<file path="src/rtl/layer1_maxpool.sv">
// ============================================================================
// Module      : layer1_maxpool
// Description : CNN layer 1. Applies 2x2 stride-2 max pooling to the
//               IMG_W x IMG_W ReLU map held in the Layer-0 result memory and
//               writes the (IMG_W/2)^2 pooled map to the Layer-1 memory.
//               Optional macro LAYER1_TMR_EN triplicates the max path
//               (2-of-3 vote on cdata_wr1, sticky err on copy disagreement).
// Revision    : 1.0 - initial release
// ============================================================================
`default_nettype none

module layer1_maxpool #(
    parameter int IMG_W  = 64,
    parameter int DATA_W = 20
) (
    input  logic                             clk,
    input  logic                             reset,
    input  logic                             start,
    input  logic                             busy,
    output logic                             crd,
    output logic [2*$clog2(IMG_W)-1:0]       caddr_rd,
    input  logic signed [DATA_W-1:0]         cdata_rd,
    output logic                             cwr1,
    output logic [2*$clog2(IMG_W)-3:0]       caddr_wr1,
    output logic signed [DATA_W-1:0]         cdata_wr1,
    output logic                             Finish1,
    output logic                             err
);

    // Bits per output-map coordinate (row or column of a window).
    localparam int HW  = $clog2(IMG_W) - 1;
    localparam int WAW = 2 * HW;        // window index / write address width
    localparam int RAW = 2 * HW + 2;    // read address width
    localparam logic [WAW-1:0] LAST_K = '1;

    typedef enum logic [2:0] {
        S_IDLE = 3'd0,
        S_RD   = 3'd1,
        S_LAST = 3'd2,
        S_WR   = 3'd3,
        S_DONE = 3'd4
    } state_t;

    state_t           state_q, state_d;
    logic [WAW-1:0]   k_q, k_d;
    logic [1:0]       sub_q, sub_d;
    logic             vld_q;            // crd delayed one cycle: cdata_rd is valid
    logic             first_q;          // the valid sample is the first of a window
    logic [RAW-1:0]   caddr_rd_q;
    logic [WAW-1:0]   caddr_wr1_q;
    logic [RAW-1:0]   rd_addr_d;

    // Read address is {row, row-offset, col, col-offset}: doubling the window
    // coordinates and adding 0/1/IMG_W/IMG_W+1 is pure bit placement.
    assign rd_addr_d = {k_d[WAW-1:HW], sub_d[1], k_d[HW-1:0], sub_d[0]};

    // Next-state and strobe decode; busy gates strobes and freezes progress.
    always_comb begin
        state_d = state_q;
        k_d     = k_q;
        sub_d   = sub_q;
        crd     = 1'b0;
        cwr1    = 1'b0;
        Finish1 = 1'b0;
        unique case (state_q)
            S_IDLE: begin
                if (start) begin
                    state_d = S_RD;
                    k_d     = '0;
                    sub_d   = '0;
                end
            end
            S_RD: begin
                if (!busy) begin
                    crd   = 1'b1;
                    sub_d = sub_q + 2'd1;
                    if (sub_q == 2'd3) begin
                        state_d = S_LAST;
                    end
                end
            end
            S_LAST: begin
                if (!busy) begin
                    state_d = S_WR;
                end
            end
            S_WR: begin
                if (!busy) begin
                    cwr1 = 1'b1;
                    if (k_q == LAST_K) begin
                        state_d = S_DONE;
                    end else begin
                        k_d     = k_q + WAW'(1);
                        state_d = S_RD;
                    end
                end
            end
            S_DONE: begin
                Finish1 = 1'b1;
                state_d = S_IDLE;
            end
            default: begin
                state_d = S_IDLE;
            end
        endcase
    end

    // State, counters, capture pipe and registered addresses.
    always_ff @(posedge clk) begin
        if (reset) begin
            state_q     <= S_IDLE;
            k_q         <= '0;
            sub_q       <= '0;
            vld_q       <= 1'b0;
            first_q     <= 1'b0;
            caddr_rd_q  <= '0;
            caddr_wr1_q <= '0;
        end else begin
            state_q <= state_d;
            k_q     <= k_d;
            sub_q   <= sub_d;
            vld_q   <= crd;
            first_q <= crd && (sub_q == 2'd0);
            if (state_d == S_RD) begin
                caddr_rd_q <= rd_addr_d;
            end
            if (state_d == S_WR) begin
                caddr_wr1_q <= k_d;
            end
        end
    end

    assign caddr_rd  = caddr_rd_q;
    assign caddr_wr1 = caddr_wr1_q;

    // Running max: first sample of a window loads, later ones replace only
    // when strictly greater (signed).
    function automatic logic signed [DATA_W-1:0] next_max(
        input logic signed [DATA_W-1:0] cur,
        input logic signed [DATA_W-1:0] smp,
        input logic                     first
    );
        return (first || (smp > cur)) ? smp : cur;
    endfunction

`ifdef LAYER1_TMR_EN
    logic signed [DATA_W-1:0] max0_q, max1_q, max2_q;
    logic                     err_q;

    // Three independent max registers, each with its own comparator.
    always_ff @(posedge clk) begin
        if (reset) begin
            max0_q <= '0;
            max1_q <= '0;
            max2_q <= '0;
        end else if (vld_q) begin
            max0_q <= next_max(max0_q, cdata_rd, first_q);
            max1_q <= next_max(max1_q, cdata_rd, first_q);
            max2_q <= next_max(max2_q, cdata_rd, first_q);
        end
    end

    // Sticky disagreement flag, evaluated whenever a write is pending.
    always_ff @(posedge clk) begin
        if (reset) begin
            err_q <= 1'b0;
        end else if ((state_q == S_WR) && ((max0_q != max1_q) || (max0_q != max2_q))) begin
            err_q <= 1'b1;
        end
    end

    assign cdata_wr1 = (max0_q & max1_q) | (max0_q & max2_q) | (max1_q & max2_q);
    assign err       = err_q;
`else
    logic signed [DATA_W-1:0] max_q;

    // Single max register.
    always_ff @(posedge clk) begin
        if (reset) begin
            max_q <= '0;
        end else if (vld_q) begin
            max_q <= next_max(max_q, cdata_rd, first_q);
        end
    end

    assign cdata_wr1 = max_q;
    assign err       = 1'b0;
`endif

endmodule

`default_nettype wire

</file>
<file path="config.mk">
export PLATFORM = sky130hd
export DESIGN_NAME = layer1_maxpool
export DESIGN_NICKNAME = d
export VERILOG_FILES = /design/src/rtl/layer1_maxpool.sv
export SDC_FILE = /design/constraint.sdc
export NUM_CORES = 1
export LEC_CHECK = 0
export ABC_AREA = 1
export CAP_MARGIN = 20
export CORE_ASPECT_RATIO = 1.1
export CORE_UTILIZATION = 50
export DETAILED_ROUTE_END_ITERATION = 10
export PLACE_DENSITY = 0.79
export SYNTH_ARGS = -nofsm -noshare
export SYNTH_HDL_FRONTEND = slang
export SYNTH_SLANG_ARGS = --single-unit
</file>
<file path="constraint.sdc">
create_clock -name clk -period 2 [get_ports clk]
set_input_delay 0.4 -clock clk [delete_from_list [all_inputs] [get_ports clk]]
set_output_delay 0.4 -clock clk [all_outputs]
set_load 0.01 [all_outputs]
</file>
==> impl_results.html, run 1 <==
<table>
<tr><th>Metric</th><th>Value</th></tr>
<tr><th colspan="2">Place</th></tr>
<tr><td>Final estimated routing congestion in global placement</td><td>0.923</td></tr>
<tr><td>I/O Buffers</td><td>68</td></tr>
<tr><td>HPWL Detailed</td><td>5.43 mm</td></tr>
<tr><td>Count of placed standard cells including taps</td><td>597</td></tr>
<tr><td>Worst slack at placement</td><td>-0.478 ns</td></tr>
<tr><th colspan="2">Synthesis</th></tr>
<tr><td>Post-Syn Nets</td><td>492</td></tr>
<tr><td>Synthesized-area fraction occupied by adder cells</td><td>9.09%</td></tr>
<tr><td>Multiplexer share of the synthesized area</td><td>0.830%</td></tr>
<tr><td>Synthesized area divided by synthesized cell count</td><td>7.11 µm²</td></tr>
<tr><td>Post-synthesis cell count</td><td>445</td></tr>
<tr><td>Count of unique library cells instantiated by Yosys</td><td>34</td></tr>
<tr><td>Fraction of the mapped netlist area in compound gates</td><td>16.1%</td></tr>
<tr><td>Combinational family with the most area after synthesis</td><td>simple AND/OR/NAND/NOR gates</td></tr>
<tr><td>Fraction of the yosys area taken by sequential cells</td><td>37.3%</td></tr>
<tr><td>Share of synthesized flip-flops with an asynchronous set or reset</td><td>0%</td></tr>
<tr><td>Synth Register Bits</td><td>59</td></tr>
<tr><td>Most used flip-flop cell after synthesis</td><td>sky130_fd_sc_hd__dfxtp_1</td></tr>
<tr><td>Number of synthesized flops with an enable pin</td><td>0</td></tr>
<tr><td>YS warnings</td><td>0</td></tr>
<tr><td>Mapped Area</td><td>3160 µm²</td></tr>
<tr><td>XOR/XNOR Fraction of Synth Area</td><td>0.277%</td></tr>
<tr><td>Simple-Gate Fraction of Synth Area</td><td>24.1%</td></tr>
<tr><th colspan="2">Timing</th></tr>
<tr><td>Worst Hold Margin</td><td>0.492 ns</td></tr>
<tr><td>RSZ-0062 raised after global routing</td><td>yes</td></tr>
<tr><td>Fin. Hold Viols</td><td>0</td></tr>
<tr><td>Least-Margin Pin Slew</td><td>0.541 ns</td></tr>
<tr><td>Final Critical Period</td><td>2.33 ns</td></tr>
<tr><td>Relative slew margins</td><td>64.0%</td></tr>
<tr><td>Final setup slack of the worst path</td><td>-0.326 ns</td></tr>
<tr><td>F_max</td><td>430 MHz</td></tr>
<tr><td>Final Skew</td><td>0.0107 ns</td></tr>
<tr><td>Crit share post-route</td><td>116%</td></tr>
<tr><td># setup viols final</td><td>20</td></tr>
<tr><td>Max Slew Vio Count</td><td>0</td></tr>
<tr><th colspan="2">CTS</th></tr>
<tr><td>CTS Sinks</td><td>59</td></tr>
<tr><td>Clock tree from TritonCTS</td><td>done</td></tr>
<tr><td>Clk root buf</td><td>sky130_fd_sc_hd__clkbuf_8</td></tr>
<tr><td>Clk pin slew, worst setup/hold paths</td><td>0.07 ns</td></tr>
<tr><td>Maximum buffer depth of the clock tree</td><td>2</td></tr>
<tr><td>H-tree level count</td><td>3</td></tr>
<tr><td>Number of buffers created by CTS</td><td>9</td></tr>
<tr><td>Clock Latency Late Sink</td><td>0.35 ns</td></tr>
<tr><td>Number of buffers inserted for hold repair after clock tree synthesis</td><td>0</td></tr>
<tr><th colspan="2">Detailed routing</th></tr>
<tr><td>Post-route antenna net violation count</td><td>0</td></tr>
<tr><td>Number of design rule violations left after detail routing</td><td>0</td></tr>
<tr><td>Via density per instance</td><td>5.45</td></tr>
<tr><td>Post-detailed-route wirelength per cell</td><td>16.3 µm</td></tr>
<tr><td>Total vias in the final route</td><td>3438</td></tr>
<tr><td>Detailed-route wire length</td><td>10.3 mm</td></tr>
<tr><td>Detailed router's first-iteration violation count</td><td>282</td></tr>
<tr><td>1st-pass router iterations</td><td>5</td></tr>
<tr><th colspan="2">Floorplanning</th></tr>
<tr><td>X dimension of the die</td><td>77.9 µm</td></tr>
<tr><td>Initial Util</td><td>51.4%</td></tr>
<tr><td>Core Area</td><td>6160 µm²</td></tr>
<tr><td>Vertical die dimension</td><td>85.4 µm</td></tr>
<tr><td>Number of top-level pins</td><td>70</td></tr>
<tr><td>Row cnt</td><td>30</td></tr>
<tr><td>Die footprint</td><td>6650 µm²</td></tr>
<tr><th colspan="2">Critical path</th></tr>
<tr><td>Slowest Stage Delay on Critical Path</td><td>0.33 ns</td></tr>
<tr><td>Worst Setup End Kind</td><td>flop</td></tr>
<tr><td>Launching element type of the critical path</td><td>flop</td></tr>
<tr><td>Required arrival time at the worst endpoint</td><td>2.23 ns</td></tr>
<tr><td>Kind of critical path</td><td>flop to flop</td></tr>
<tr><td>Source of the worst register-to-register timing path</td><td>cdata_wr1[10]$_SDFFE_PP0P_</td></tr>
<tr><td>Register-to-register path setup slack</td><td>-0.33 ns</td></tr>
<tr><td>Critical path peak fanout</td><td>7</td></tr>
<tr><td>Capture point of the worst reg-to-reg path</td><td>cdata_wr1[15]$_SDFFE_PP0P_</td></tr>
<tr><td>Slowest cell on the critical path</td><td>sky130_fd_sc_hd__dfxtp_2</td></tr>
<tr><td>Logic depth of the worst register-to-register path</td><td>15</td></tr>
<tr><td>Crit path DAT</td><td>2.56 ns</td></tr>
<tr><td>Crit path cell chain</td><td>inv_1 &gt; ha_1 &gt; nand2_2 &gt; a21oi_1 &gt; nor2_1 &gt; nand2_1 &gt; nand2_1 &gt; nand4_1 &gt; nand3_2 &gt; nand2_4 &gt; buf_12 &gt; buf_16 &gt; nand3_4 &gt; nand2_2 &gt; nor2_1</td></tr>
<tr><th colspan="2">Global routing</th></tr>
<tr><td>Largest net degree at the start of global routing</td><td>41</td></tr>
<tr><td>Gr usage total</td><td>27.8%</td></tr>
<tr><td>Via count of the first global-routing pass</td><td>3203</td></tr>
<tr><td>Antenna violations before repair</td><td>0</td></tr>
<tr><td>First-pass GRT wire length</td><td>14.4 mm</td></tr>
<tr><td>GRT Residual Overflow</td><td>0</td></tr>
<tr><th colspan="2">Outcome</th></tr>
<tr><td>Run status</td><td>finished, violations left</td></tr>
<tr><td>Violations in the final reports</td><td>setup timing</td></tr>
<tr><th colspan="2">Pwr</th></tr>
<tr><td>Maximum vdd ir drop</td><td>519 µV</td></tr>
<tr><td>Static power due to leakage</td><td>2.07 nW</td></tr>
<tr><td>Tot Pwr</td><td>3.43 mW</td></tr>
<tr><td>Total power per unit cell area</td><td>706 nW/µm²</td></tr>
<tr><th colspan="2">Worst hold path</th></tr>
<tr><td>Min-Delay Startpoint</td><td>cdata_wr1[5]$_SDFFE_PP0P_</td></tr>
<tr><td>Worst Hold Class</td><td>flop to flop</td></tr>
<tr><td>Cells on Worst Hold Path</td><td>2</td></tr>
<tr><td>Destination of the worst hold path</td><td>cdata_wr1[5]$_SDFFE_PP0P_</td></tr>
<tr><th colspan="2">Cells and area</th></tr>
<tr><td>Share of final-layout standard cells stronger than drive strength 1</td><td>28.9%</td></tr>
<tr><td>Count of antenna diodes in the layout</td><td>0</td></tr>
<tr><td>Filler cell count in the final layout</td><td>376</td></tr>
<tr><td>Finished Layout Cells</td><td>631</td></tr>
<tr><td>Net count, final</td><td>593</td></tr>
<tr><td>Synthesis-to-finish area growth</td><td>53.3%</td></tr>
<tr><th colspan="2">Job</th></tr>
<tr><td>Max-cap viol count</td><td>0</td></tr>
</table>
==> per-layer routing <==
metal  vias to the layer above  global-route usage (%)  share of wire (%)
met1                      1580                    29.3                 38
met3                        58                    4.62                5.5
met2                       173                    50.7                 51
met5                         -                       0                  0
met4                         0                    18.7                6.1
li1                       1627                       -                  -
==> worst max path at each step <==
stage                               start  slack, ns                    endpoint  cells past startpoint
2_1_floorplan  cdata_wr1[19]$_SDFFE_PP0P_       0.13   cdata_wr1[0]$_SDFFE_PP0P_                     14
3_3_place_gp                 cdata_rd[11]      -0.38   cdata_wr1[2]$_SDFFE_PP0P_                     14
3_5_place_dp                 cdata_rd[19]      -0.48   cdata_wr1[2]$_SDFFE_PP0P_                     14
4_1_cts        cdata_wr1[15]$_SDFFE_PP0P_      0.001   cdata_wr1[8]$_SDFFE_PP0P_                     15
5_1_grt         cdata_wr1[6]$_SDFFE_PP0P_      -0.38  cdata_wr1[15]$_SDFFE_PP0P_                     16
6_report       cdata_wr1[10]$_SDFFE_PP0P_      -0.33  cdata_wr1[15]$_SDFFE_PP0P_                     15
==> kinds of logic after synthesis <==
group	count (synthesis)
buffers and inverters	94
XOR/XNOR	1
multiplexers	2
adder cells (fa/ha/maj)	23
flip-flops	59
other	1
AO/OA/AOI/OAI	95
AND/OR/NAND/NOR	170
==> power by group <==
part | switching (mW) | internal, mW
Clock | 0.501 | 0.951
Sequential | 0.0273 | 1.22
Combinational | 0.381 | 0.348
Total | 0.910 | 2.52
==> area by class of cell <==
type,instances,area [µm²],area share [%]
Sequential cell,59,1210,24.9
Inverter,76,288,5.93
Timing Repair Buffer,108,1060,21.8
Tap cell,80,100,2.06
Clock inverter,7,140,2.89
Clock buffer,9,124,2.55
Multi-Input combinational cell,292,1930,39.9
==> registers in the layout, summed over array words and instances (netlist names) <==
| register | cells |
|---|---|
| cdata_wr1 | 20 |
| caddr_rd | 12 |
| caddr_wr1 | 10 |
| k_q | 10 |
| state_q | 3 |
| sub_q | 2 |
| first_q | 1 |
| vld_q | 1 |
==> worst max-delay path, delay by kind of cell, from the launching register on <==
family / cells / cell delay, ns
fa+ha+maj: 1 / 0.30
compound gates: 1 / 0.22
simple gates: 10 / 1.05
buf+inv: 3 / 0.29
flops: 1 / 0.33
==> cells in the final DEF (no fill, tap or decap), drive strengths merged <==
cell type	instances
a21oi	53
buf	40
nor4	1
clkbuf	9
ha	23
nand4	4
o21ai	35
nor3	3
clkinv	1
mux2	2
dlygate4sd2	22
dlymetal6s2s	1
bufinv	4
o221ai	1
a21o	2
o31ai	2
nand3	30
and2	1
clkdlybuf4s50	45
dfxtp	59
inv	76
clkinvlp	2
conb	1
nand2	76
xor2	1
nor2	55
a31oi	2
==> per-stage QoR <==
| step | cell area [µm²] | TNS [ns] | utilization, % |
|---|---|---|---|
| 3_3_place_gp | 4040 | -8.33 | 65.6 |
| 4_1_cts | 4530 | 0 | 73.6 |
| 3_5_place_dp | 4040 | -11.20 | 65.6 |
| 6_report | 4850 | -5.43 | 78.8 |
| 2_1_floorplan | 3160 | 0 | - |
| 5_1_grt | 4850 | -6.75 | 78.8 |
==> synthesized netlist by cell type (2+ instances only) <==
cell type                  instances  share of area (%)
sky130_fd_sc_hd__o21ai_1          11                1.7
sky130_fd_sc_hd__o31ai_1           2               0.47
sky130_fd_sc_hd__a31oi_1           2               0.40
sky130_fd_sc_hd__buf_1             4               0.47
sky130_fd_sc_hd__a21o_1            2               0.47
sky130_fd_sc_hd__nor2_4            4                1.4
sky130_fd_sc_hd__dfxtp_1          59                 37
sky130_fd_sc_hd__nor3_1            3               0.47
sky130_fd_sc_hd__nand2_1          68                8.1
sky130_fd_sc_hd__buf_6             3                1.1
sky130_fd_sc_hd__o21ai_2           2               0.55
sky130_fd_sc_hd__buf_2             4               0.63
sky130_fd_sc_hd__nand2_2           7                1.4
sky130_fd_sc_hd__ha_1             23                9.1
sky130_fd_sc_hd__a21oi_1          50                7.9
sky130_fd_sc_hd__nand3_1          29                4.6
sky130_fd_sc_hd__o21ai_0          22                3.5
sky130_fd_sc_hd__a21oi_2           3               0.83
sky130_fd_sc_hd__inv_2             6               0.71
sky130_fd_sc_hd__inv_1            70                8.3
sky130_fd_sc_hd__nand4_1           4               0.79
sky130_fd_sc_hd__nor2_1           48                5.7
sky130_fd_sc_hd__nor2_2            3               0.59
sky130_fd_sc_hd__clkbuf_1          6               0.71
==> repair_timing <==
item | in CTS | in global routing
setup buffers | 9 | 7
cloned | 3 | 0
pin swaps | 23 | 27
hold endpoints to repair | 0 | 0
resized for setup | 58 | 59
setup endpoints to repair | 22 | 20
No activity file was read; power rests on OpenSTA's default activity.
==> run 2: changes to the inputs <==
==> constraint.sdc (replaced) <==
create_clock -name clk -period 2.8 [get_ports clk]
set_input_delay 0.56 -clock clk [delete_from_list [all_inputs] [get_ports clk]]
set_output_delay 0.56 -clock clk [all_outputs]
set_load 0.01 [all_outputs]
==> run 2 against run 1 <==
The run now ends clean. Critical path depth is 9 lower. Global-route usage is 4.7 points lower. Sequential power is 29% lower. Sequential share of layout area is 3.6 points higher. Register-to-register slack better by 1.0 ns. Final cell count is 5.4% lower. First-iteration DRC count is 57% lower. Routed wire length is 30% lower.
==> impl_results.html, run 2 (synthesized netlist as in run 1, its figures left out) <==
<table>
<tr><th>Metric</th><th>Value</th></tr>
<tr><th colspan="2">Outcome</th></tr>
<tr><td>Run status</td><td>finished clean</td></tr>
<tr><th colspan="2">Critical path</th></tr>
<tr><td>Critical path peak fanout</td><td>8 (+1)</td></tr>
<tr><td>Kind of critical path</td><td>flop to output pin</td></tr>
<tr><td>Launching element type of the critical path</td><td>flop</td></tr>
<tr><td>Crit path DAT</td><td>1.96 ns (-0.60 ns)</td></tr>
<tr><td>Worst Setup End Kind</td><td>output pin</td></tr>
<tr><td>Required arrival time at the worst endpoint</td><td>2.24 ns (about the same)</td></tr>
<tr><th colspan="2">Timing</th></tr>
<tr><td>Max Slew Vio Count</td><td>0 (unchanged)</td></tr>
<tr><td>Crit share post-route</td><td>90.1%</td></tr>
<tr><td>Final sum of negative setup slack</td><td>0 ns (+5.43 ns)</td></tr>
<tr><td>Final Critical Period</td><td>2.52 ns</td></tr>
<tr><td># setup viols final</td><td>0 (-100%)</td></tr>
<tr><td>Final Skew</td><td>0.00796 ns (-0.00275 ns)</td></tr>
<tr><td>RSZ-0062 raised after global routing</td><td>no</td></tr>
<tr><td>Final setup slack of the worst path</td><td>0.277 ns (+0.602 ns)</td></tr>
<tr><td>Fin. Hold Viols</td><td>0 (unchanged)</td></tr>
<tr><td>F_max</td><td>396 MHz</td></tr>
<tr><th colspan="2">Pwr</th></tr>
<tr><td>Sw Pwr</td><td>528 µW (-42%)</td></tr>
<tr><td>Total power per unit cell area</td><td>506 nW/µm² (-28%)</td></tr>
<tr><td>Power Internal</td><td>1.57 mW (-38%)</td></tr>
<tr><td>Sequential share of power</td><td>42.3% (+6.0 points)</td></tr>
<tr><td>Combinational fraction of design power</td><td>15.7% (-5.6 points)</td></tr>
<tr><td>Maximum vdd ir drop</td><td>382 µV (-26%)</td></tr>
<tr><td>Static power due to leakage</td><td>1.76 nW (-15%)</td></tr>
<tr><td>Clock network fraction of total power</td><td>42.1% (-0.3 points)</td></tr>
<tr><td>Switch share</td><td>25.2% (-1.4 points)</td></tr>
<tr><th colspan="2">Floorplanning</th></tr>
<tr><td>Row cnt</td><td>30 (unchanged)</td></tr>
<tr><td>Die footprint</td><td>6650 µm² (unchanged)</td></tr>
<tr><td>Core Area</td><td>6160 µm² (unchanged)</td></tr>
<tr><td>Initial Util</td><td>51.4% (unchanged)</td></tr>
<tr><td>Number of top-level pins</td><td>70 (unchanged)</td></tr>
<tr><td>Vertical die dimension</td><td>85.4 µm (unchanged)</td></tr>
<tr><td>X dimension of the die</td><td>77.9 µm (unchanged)</td></tr>
<tr><th colspan="2">Detailed routing</th></tr>
<tr><td>Detailed-route wire length</td><td>7.25 mm (-30%)</td></tr>
<tr><td>1st-pass router iterations</td><td>4 (-1)</td></tr>
<tr><td>Detailed router's first-iteration violation count</td><td>121 (-57%)</td></tr>
<tr><td>Via density per instance</td><td>5.10 (-6.4%)</td></tr>
<tr><td>Number of design rule violations left after detail routing</td><td>0 (unchanged)</td></tr>
<tr><td>Post-detailed-route wirelength per cell</td><td>12.1 µm (-26%)</td></tr>
<tr><td>Post-route antenna net violation count</td><td>0 (unchanged)</td></tr>
<tr><td>Total vias in the final route</td><td>3043 (-11%)</td></tr>
<tr><th colspan="2">Place</th></tr>
<tr><td>Count of placed standard cells including taps</td><td>581 (-2.7%)</td></tr>
<tr><td>Worst slack at placement</td><td>0.0982 ns (+0.577 ns)</td></tr>
<tr><td>I/O Buffers</td><td>68 (unchanged)</td></tr>
<tr><td>Final estimated routing congestion in global placement</td><td>0.849 (-8.0%)</td></tr>
<tr><td>HPWL Detailed</td><td>5.26 mm (-3.0%)</td></tr>
<tr><th colspan="2">CTS</th></tr>
<tr><td>H-tree level count</td><td>3 (unchanged)</td></tr>
<tr><td>Clock tree from TritonCTS</td><td>done</td></tr>
<tr><td>Clock Latency Late Sink</td><td>0.34 ns (about the same)</td></tr>
<tr><td>Setup Buffers After CTS</td><td>0 (-9)</td></tr>
<tr><td>Number of buffers inserted for hold repair after clock tree synthesis</td><td>0 (unchanged)</td></tr>
<tr><td>Maximum buffer depth of the clock tree</td><td>2 (unchanged)</td></tr>
<tr><td>Clk pin slew, worst setup/hold paths</td><td>0.07 ns (about the same)</td></tr>
<tr><td>Number of buffers created by CTS</td><td>9 (unchanged)</td></tr>
<tr><td>CTS Sinks</td><td>59 (unchanged)</td></tr>
<tr><td>Clk root buf</td><td>sky130_fd_sc_hd__clkbuf_8</td></tr>
<tr><td>CTS resizes</td><td>0 (-100%)</td></tr>
<tr><th colspan="2">Global routing</th></tr>
<tr><td>Gr usage total</td><td>23.2% (-4.7 points)</td></tr>
<tr><td>Largest net degree at the start of global routing</td><td>41 (unchanged)</td></tr>
<tr><td>First-pass GRT wire length</td><td>12.1 mm (-16%)</td></tr>
<tr><td>GRT Residual Overflow</td><td>0 (unchanged)</td></tr>
<tr><td>Via count of the first global-routing pass</td><td>2794 (-13%)</td></tr>
<tr><td>Antenna violations before repair</td><td>0 (unchanged)</td></tr>
<tr><th colspan="2">Cells and area</th></tr>
<tr><td>Net count, final</td><td>559 (-5.7%)</td></tr>
<tr><td>Synthesis-to-finish area growth</td><td>31.0%</td></tr>
<tr><td>Most common library cell in the layout ignoring fill and taps</td><td>sky130_fd_sc_hd__inv_1</td></tr>
<tr><td>Count of antenna diodes in the layout</td><td>0 (unchanged)</td></tr>
<tr><td>Largest register FFs</td><td>20 (unchanged)</td></tr>
<tr><td>Share of final-layout standard cells stronger than drive strength 1</td><td>9.67% (-19 points)</td></tr>
<tr><td>Most frequent cells in the layout</td><td>sky130_fd_sc_hd__inv_1 (70), sky130_fd_sc_hd__nand2_1 (68), sky130_fd_sc_hd__clkdlybuf4s50_1 (68), sky130_fd_sc_hd__dfxtp_1 (59), sky130_fd_sc_hd__a21oi_1 (50)</td></tr>
<tr><td>Finished Layout Cells</td><td>597 (-5.4%)</td></tr>
<tr><th colspan="2">Worst hold path</th></tr>
<tr><td>Worst Hold Class</td><td>flop to flop</td></tr>
<tr><th colspan="2">Job</th></tr>
<tr><td>Max-cap viol count</td><td>0 (unchanged)</td></tr>
</table>
-- run 2: cell count changes in the layout (fill, tap and decap cells not counted), moves of 12 or more --
cell and change:
sky130_fd_sc_hd__buf_4 -27, sky130_fd_sc_hd__ha_1 +12, sky130_fd_sc_hd__a21oi_1 +12, sky130_fd_sc_hd__ha_4 -12, sky130_fd_sc_hd__dlygate4sd2_1 -22, sky130_fd_sc_hd__nand2_1 +14, sky130_fd_sc_hd__dfxtp_1 +19, sky130_fd_sc_hd__clkdlybuf4s50_1 +23
sky130_fd_sc_hd__dfxtp_2 -18
-- run 2: routing by layer --
metal / track usage (%) / vias up / part of all wire, %
met1: 25.0 / 1386 / 42
met3: 4.95 / 16 / 5.3
li1: - / 1558 / -
met4: 12.2 / 0 / 2.3
met5: 0 / - / 0
met2: 42.2 / 83 / 50
-- run 2: power groups by stage --
| stage | combinational, mW | sequential (mW) | clock (mW) |
|---|---|---|---|
| floorplan | 0.181 | 0.915 | 0 |
| global placement | 0.320 | 0.904 | 0 |
| detailed placement | 0.328 | 0.904 | 0 |
| CTS | 0.331 | 0.886 | 0.894 |
| global route | 0.370 | 0.890 | 0.929 |
| finish | 0.329 | 0.886 | 0.882 |
-- run 2: worst max-delay path, cell delays in order, from the launching register on --
cell,delay (ns)
sky130_fd_sc_hd__dfxtp_1,0.31
sky130_fd_sc_hd__inv_1,0.09
sky130_fd_sc_hd__nand2_1,0.11
sky130_fd_sc_hd__nor2_4,0.20
sky130_fd_sc_hd__inv_2,0.11
sky130_fd_sc_hd__nor2_2,0.22
sky130_fd_sc_hd__clkdlybuf4s50_1,0.59
-- run 2: metrics by stage --
| stage | power (mW) | area, µm² | hold WS (ns) | util (%) |
|---|---|---|---|---|
| finish | 2.10 | 4140 | 0.511 | 67.3 |
| global route | 2.19 | 4140 | 0.549 | 67.3 |
| CTS | 2.11 | 4140 | 0.512 | 67.3 |
| detailed placement | 1.23 | 3920 | 0.497 | 63.6 |
| global placement | 1.22 | 3920 | 0.488 | 63.6 |
| floorplan | 1.10 | 3160 | 0.533 | - |
-- run 2: path summary, 6_finish.rpt --
path	depth (start not counted)	start	slack [ns]	to
hold / removal	2	cdata_wr1[16]$_SDFFE_PP0P_	0.51	cdata_wr1[16]$_SDFFE_PP0P_
hold reg to reg	2	cdata_wr1[16]$_SDFFE_PP0P_	0.51	cdata_wr1[16]$_SDFFE_PP0P_
setup reg to reg	14	cdata_wr1[19]$_SDFFE_PP0P_	0.70	cdata_wr1[8]$_SDFFE_PP0P_
setup / recovery	6	state_q[2]$_SDFF_PP0_	0.28	cwr1
-- run 2: area by class of cell --
| cell class | instances | area [µm²] |
|---|---|---|
| Clock inverter | 4 | 72.6 |
| Sequential cell | 59 | 1180 |
| Inverter | 76 | 285 |
| Clock buffer | 12 | 155 |
| Tap cell | 80 | 100 |
| Timing Repair Buffer | 74 | 751 |
| Multi-Input combinational cell | 292 | 1600 |
| Fill cell | 552 | 2010 |
==> run 3: changes to the inputs <==
--- a/config.mk
+++ b/config.mk
@@ -8,9 +8,11 @@
 export ABC_AREA = 1
 export CAP_MARGIN = 20
 export CORE_ASPECT_RATIO = 1.1
-export CORE_UTILIZATION = 50
+export CORE_UTILIZATION = 56
 export DETAILED_ROUTE_END_ITERATION = 10
-export PLACE_DENSITY = 0.79
+export DONT_BUFFER_PORTS = 1
+export GPL_ROUTABILITY_DRIVEN = 0
+export PLACE_DENSITY = 0.71
 export SYNTH_ARGS = -nofsm -noshare
 export SYNTH_HDL_FRONTEND = slang
 export SYNTH_SLANG_ARGS = --single-unit
==> run 3 against run 2 <==
Cell area shrank 17%. Sequential share of layout area grew 6.0 points. Utilization shrank 3.9 points. Largest cell class unchanged. Worst hold slack lost 0.24 ns. Sequential cell count is the same. Routed wire length shrank 7.3%. Non-clock buffer count shrank 69. Register-to-register slack lost 0.05 ns. Clock skew grew 0.0036 ns.
==> impl_results.html, run 3 (synthesized netlist as in run 1, its figures left out) <==
<table>
<tr><th>Metric</th><th>Value</th></tr>
<tr><th colspan="2">Outcome</th></tr>
<tr><td>Run status</td><td>finished clean</td></tr>
<tr><th colspan="2">Timing</th></tr>
<tr><td>Max Slew Vio Count</td><td>0 (unchanged)</td></tr>
<tr><td># setup viols final</td><td>0 (unchanged)</td></tr>
<tr><td>Crit share post-route</td><td>76.8% (-13 points)</td></tr>
<tr><td>Final setup slack of the worst path</td><td>0.650 ns (+0.373 ns)</td></tr>
<tr><td>Final sum of negative setup slack</td><td>0 ns (unchanged)</td></tr>
<tr><td>F_max</td><td>465 MHz (+17%)</td></tr>
<tr><td>Final Critical Period</td><td>2.15 ns (-0.373 ns)</td></tr>
<tr><td>RSZ-0062 raised after global routing</td><td>no</td></tr>
<tr><td>Final Skew</td><td>0.0116 ns (+0.00363 ns)</td></tr>
<tr><td>Relative slew margins</td><td>62.5%</td></tr>
<tr><td>Least-Margin Pin Slew</td><td>0.557 ns</td></tr>
<tr><td>Worst Hold Margin</td><td>0.274 ns (-0.236 ns)</td></tr>
<tr><td>Fin. Hold Viols</td><td>0 (unchanged)</td></tr>
<tr><th colspan="2">Pwr</th></tr>
<tr><td>Static power due to leakage</td><td>1.50 nW (-15%)</td></tr>
<tr><td>Maximum vdd ir drop</td><td>537 µV (+41%)</td></tr>
<tr><td>Total power per unit cell area</td><td>583 nW/µm² (+15%)</td></tr>
<tr><th colspan="2">Floorplanning</th></tr>
<tr><td>Row cnt</td><td>28 (-6.7%)</td></tr>
<tr><td>Vertical die dimension</td><td>80.8 µm (-5.4%)</td></tr>
<tr><td>Initial Util</td><td>58.7% (+7.2 points)</td></tr>
<tr><td>X dimension of the die</td><td>73.7 µm (-5.4%)</td></tr>
<tr><td>Number of top-level pins</td><td>70 (unchanged)</td></tr>
<tr><td>Core Area</td><td>5400 µm² (-12%)</td></tr>
<tr><td>Die footprint</td><td>5960 µm² (-10%)</td></tr>
<tr><th colspan="2">Critical path</th></tr>
<tr><td>Slowest cell on the critical path</td><td>sky130_fd_sc_hd__dfxtp_1</td></tr>
<tr><td>Crit path cell chain</td><td>inv_1 &gt; ha_1 &gt; nand2_1 &gt; nor2_2 &gt; nand2_1 &gt; nor2_2 &gt; nand2_1 &gt; nand4_1 &gt; nand3_1 &gt; nand2_1 &gt; buf_4 &gt; nand3_1 &gt; nand2_1 &gt; nor2_1</td></tr>
<tr><td>Number of buffers and inverters on the critical path</td><td>2 (-1)</td></tr>
<tr><td>Crit path DAT</td><td>2.39 ns (+0.43 ns)</td></tr>
<tr><td>Slowest Stage Delay on Critical Path</td><td>0.41 ns (-0.18 ns)</td></tr>
<tr><td>Cell repeated most along the worst path</td><td>sky130_fd_sc_hd__nand2_1</td></tr>
<tr><td>Launching element type of the critical path</td><td>flop</td></tr>
<tr><td>Worst Setup End Kind</td><td>flop</td></tr>
<tr><td>Kind of critical path</td><td>flop to flop</td></tr>
<tr><td>Required arrival time at the worst endpoint</td><td>3.04 ns (+0.80 ns)</td></tr>
<tr><td>Critical path peak fanout</td><td>22 (+14)</td></tr>
<tr><td>Family of cells with the greatest summed delay on the critical path</td><td>simple AND/OR/NAND/NOR gates</td></tr>
<tr><th colspan="2">Detailed routing</th></tr>
<tr><td>Total vias in the final route</td><td>2791 (-8.3%)</td></tr>
<tr><td>Post-route antenna net violation count</td><td>0 (unchanged)</td></tr>
<tr><td>Post-detailed-route wirelength per cell</td><td>12.9 µm (+5.9%)</td></tr>
<tr><td>1st-pass router iterations</td><td>5 (+1)</td></tr>
<tr><td>Number of design rule violations left after detail routing</td><td>0 (unchanged)</td></tr>
<tr><td>Detailed router's first-iteration violation count</td><td>107 (-12%)</td></tr>
<tr><td>Detailed-route wire length</td><td>6.72 mm (-7.3%)</td></tr>
<tr><td>Via density per instance</td><td>5.34 (+4.7%)</td></tr>
<tr><th colspan="2">Global routing</th></tr>
<tr><td>Via count of the first global-routing pass</td><td>2562 (-8.3%)</td></tr>
<tr><td>GRT Residual Overflow</td><td>0 (unchanged)</td></tr>
<tr><td>Gr usage total</td><td>23.9% (+0.78 points)</td></tr>
<tr><td>Largest net degree at the start of global routing</td><td>41 (unchanged)</td></tr>
<tr><td>First-pass GRT wire length</td><td>10.9 mm (-9.8%)</td></tr>
<tr><td>Antenna violations before repair</td><td>0 (unchanged)</td></tr>
<tr><th colspan="2">CTS</th></tr>
<tr><td>CTS resizes</td><td>0 (unchanged)</td></tr>
<tr><td>Maximum buffer depth of the clock tree</td><td>2 (unchanged)</td></tr>
<tr><td>Setup Buffers After CTS</td><td>0 (unchanged)</td></tr>
<tr><td>Clk root buf</td><td>sky130_fd_sc_hd__clkbuf_8</td></tr>
<tr><td>CTS Sinks</td><td>59 (unchanged)</td></tr>
<tr><td>Number of buffers created by CTS</td><td>9 (unchanged)</td></tr>
<tr><td>Clock tree from TritonCTS</td><td>done</td></tr>
<tr><td>Clk pin slew, worst setup/hold paths</td><td>0.07 ns (about the same)</td></tr>
<tr><td>H-tree level count</td><td>3 (unchanged)</td></tr>
<tr><td>Number of buffers inserted for hold repair after clock tree synthesis</td><td>0 (unchanged)</td></tr>
<tr><td>Clock Latency Late Sink</td><td>0.35 ns (about the same)</td></tr>
<tr><th colspan="2">Cells and area</th></tr>
<tr><td>Net count, final</td><td>490 (-12%)</td></tr>
<tr><td>Largest register FFs</td><td>20 (unchanged)</td></tr>
<tr><td>Final standard cell utilization of the core</td><td>63.4% (-3.9 points)</td></tr>
<tr><td>Synthesis-to-finish area growth</td><td>8.11%</td></tr>
<tr><td>Count of antenna diodes in the layout</td><td>0 (unchanged)</td></tr>
<tr><td>Final design instance area without fill</td><td>3420 µm² (-17%)</td></tr>
<tr><td>Most frequent cells in the layout</td><td>sky130_fd_sc_hd__inv_1 (70), sky130_fd_sc_hd__nand2_1 (68), sky130_fd_sc_hd__dfxtp_1 (59), sky130_fd_sc_hd__a21oi_1 (50), sky130_fd_sc_hd__nor2_1 (48)</td></tr>
<tr><td>Share of final-layout standard cells stronger than drive strength 1</td><td>11.2% (+1.5 points)</td></tr>
<tr><td>Most common library cell in the layout ignoring fill and taps</td><td>sky130_fd_sc_hd__inv_1</td></tr>
<tr><th colspan="2">Place</th></tr>
<tr><td>HPWL Detailed</td><td>4.87 mm (-7.5%)</td></tr>
<tr><td>Standard cell area after detailed placement</td><td>3200 µm² (-18%)</td></tr>
<tr><td>Worst slack at placement</td><td>0.560 ns (+0.462 ns)</td></tr>
<tr><td>I/O Buffers</td><td>0 (-100%)</td></tr>
<tr><th colspan="2">Worst hold path</th></tr>
<tr><td>Worst Hold Class</td><td>input pin to flop</td></tr>
<tr><th colspan="2">Job</th></tr>
<tr><td>Max-cap viol count</td><td>0 (unchanged)</td></tr>
</table>
[run 3: final cells by class]
| cell class | count | area [µm²] |
|---|---|---|
| fillers | 499 | 1970 |
| multi-input cells | 292 | 1600 |
| flip-flops and latches | 59 | 1180 |
| inverters | 76 | 285 |
| clock buffers | 9 | 124 |
| clock inverters | 7 | 100 |
| well taps | 75 | 93.8 |
| repair buffers | 5 | 37.5 |
[run 3: worst register-to-register path, delay by kind of cell (launching register included)]
kind,cells,cell delay (ns)
adder cells (fa/ha/maj),1,0.34
buffers and inverters,2,0.31
flip-flops,1,0.41
AND/OR/NAND/NOR,11,1.00
[run 3: per-stage QoR]
step / power (mW) / cells
floorplan: 1.10 / 445
global placement: 1.12 / 507
detailed placement: 1.13 / 507
CTS: 2.01 / 523
global route: 2.08 / 523
finish: 1.99 / 523
[run 3: final timing paths]
check	depth (start not counted)	from	to	slack (ns)
min reg2reg	2	cdata_wr1[15]$_SDFFE_PP0P_	cdata_wr1[15]$_SDFFE_PP0P_	0.56
min	1	reset	k_q[3]$_SDFF_PP0_	0.27
max reg2reg	14	cdata_wr1[19]$_SDFFE_PP0P_	cdata_wr1[9]$_SDFFE_PP0P_	0.65
max	14	cdata_wr1[19]$_SDFFE_PP0P_	cdata_wr1[9]$_SDFFE_PP0P_	0.65
[run 3: where the power goes]
| part | internal, mW | switching (mW) |
|---|---|---|
| registers | 0.868 | 0.0346 |
| clock network | 0.508 | 0.373 |
| logic | 0.0742 | 0.136 |
| total | 1.45 | 0.544 |
[run 3: layer usage]
layer / up-vias / part of all wire (%) / wire length, µm / track usage (%)
met3: 15 / 6.3 / 424 / 7.07
met1: 1273 / 40 / 2720 / 24.9
met2: 74 / 51 / 3440 / 43.4
met5: - / 0 / 0 / 0
met4: 0 / 2.1 / 143 / 11.9
li1: 1429 / - / - / -
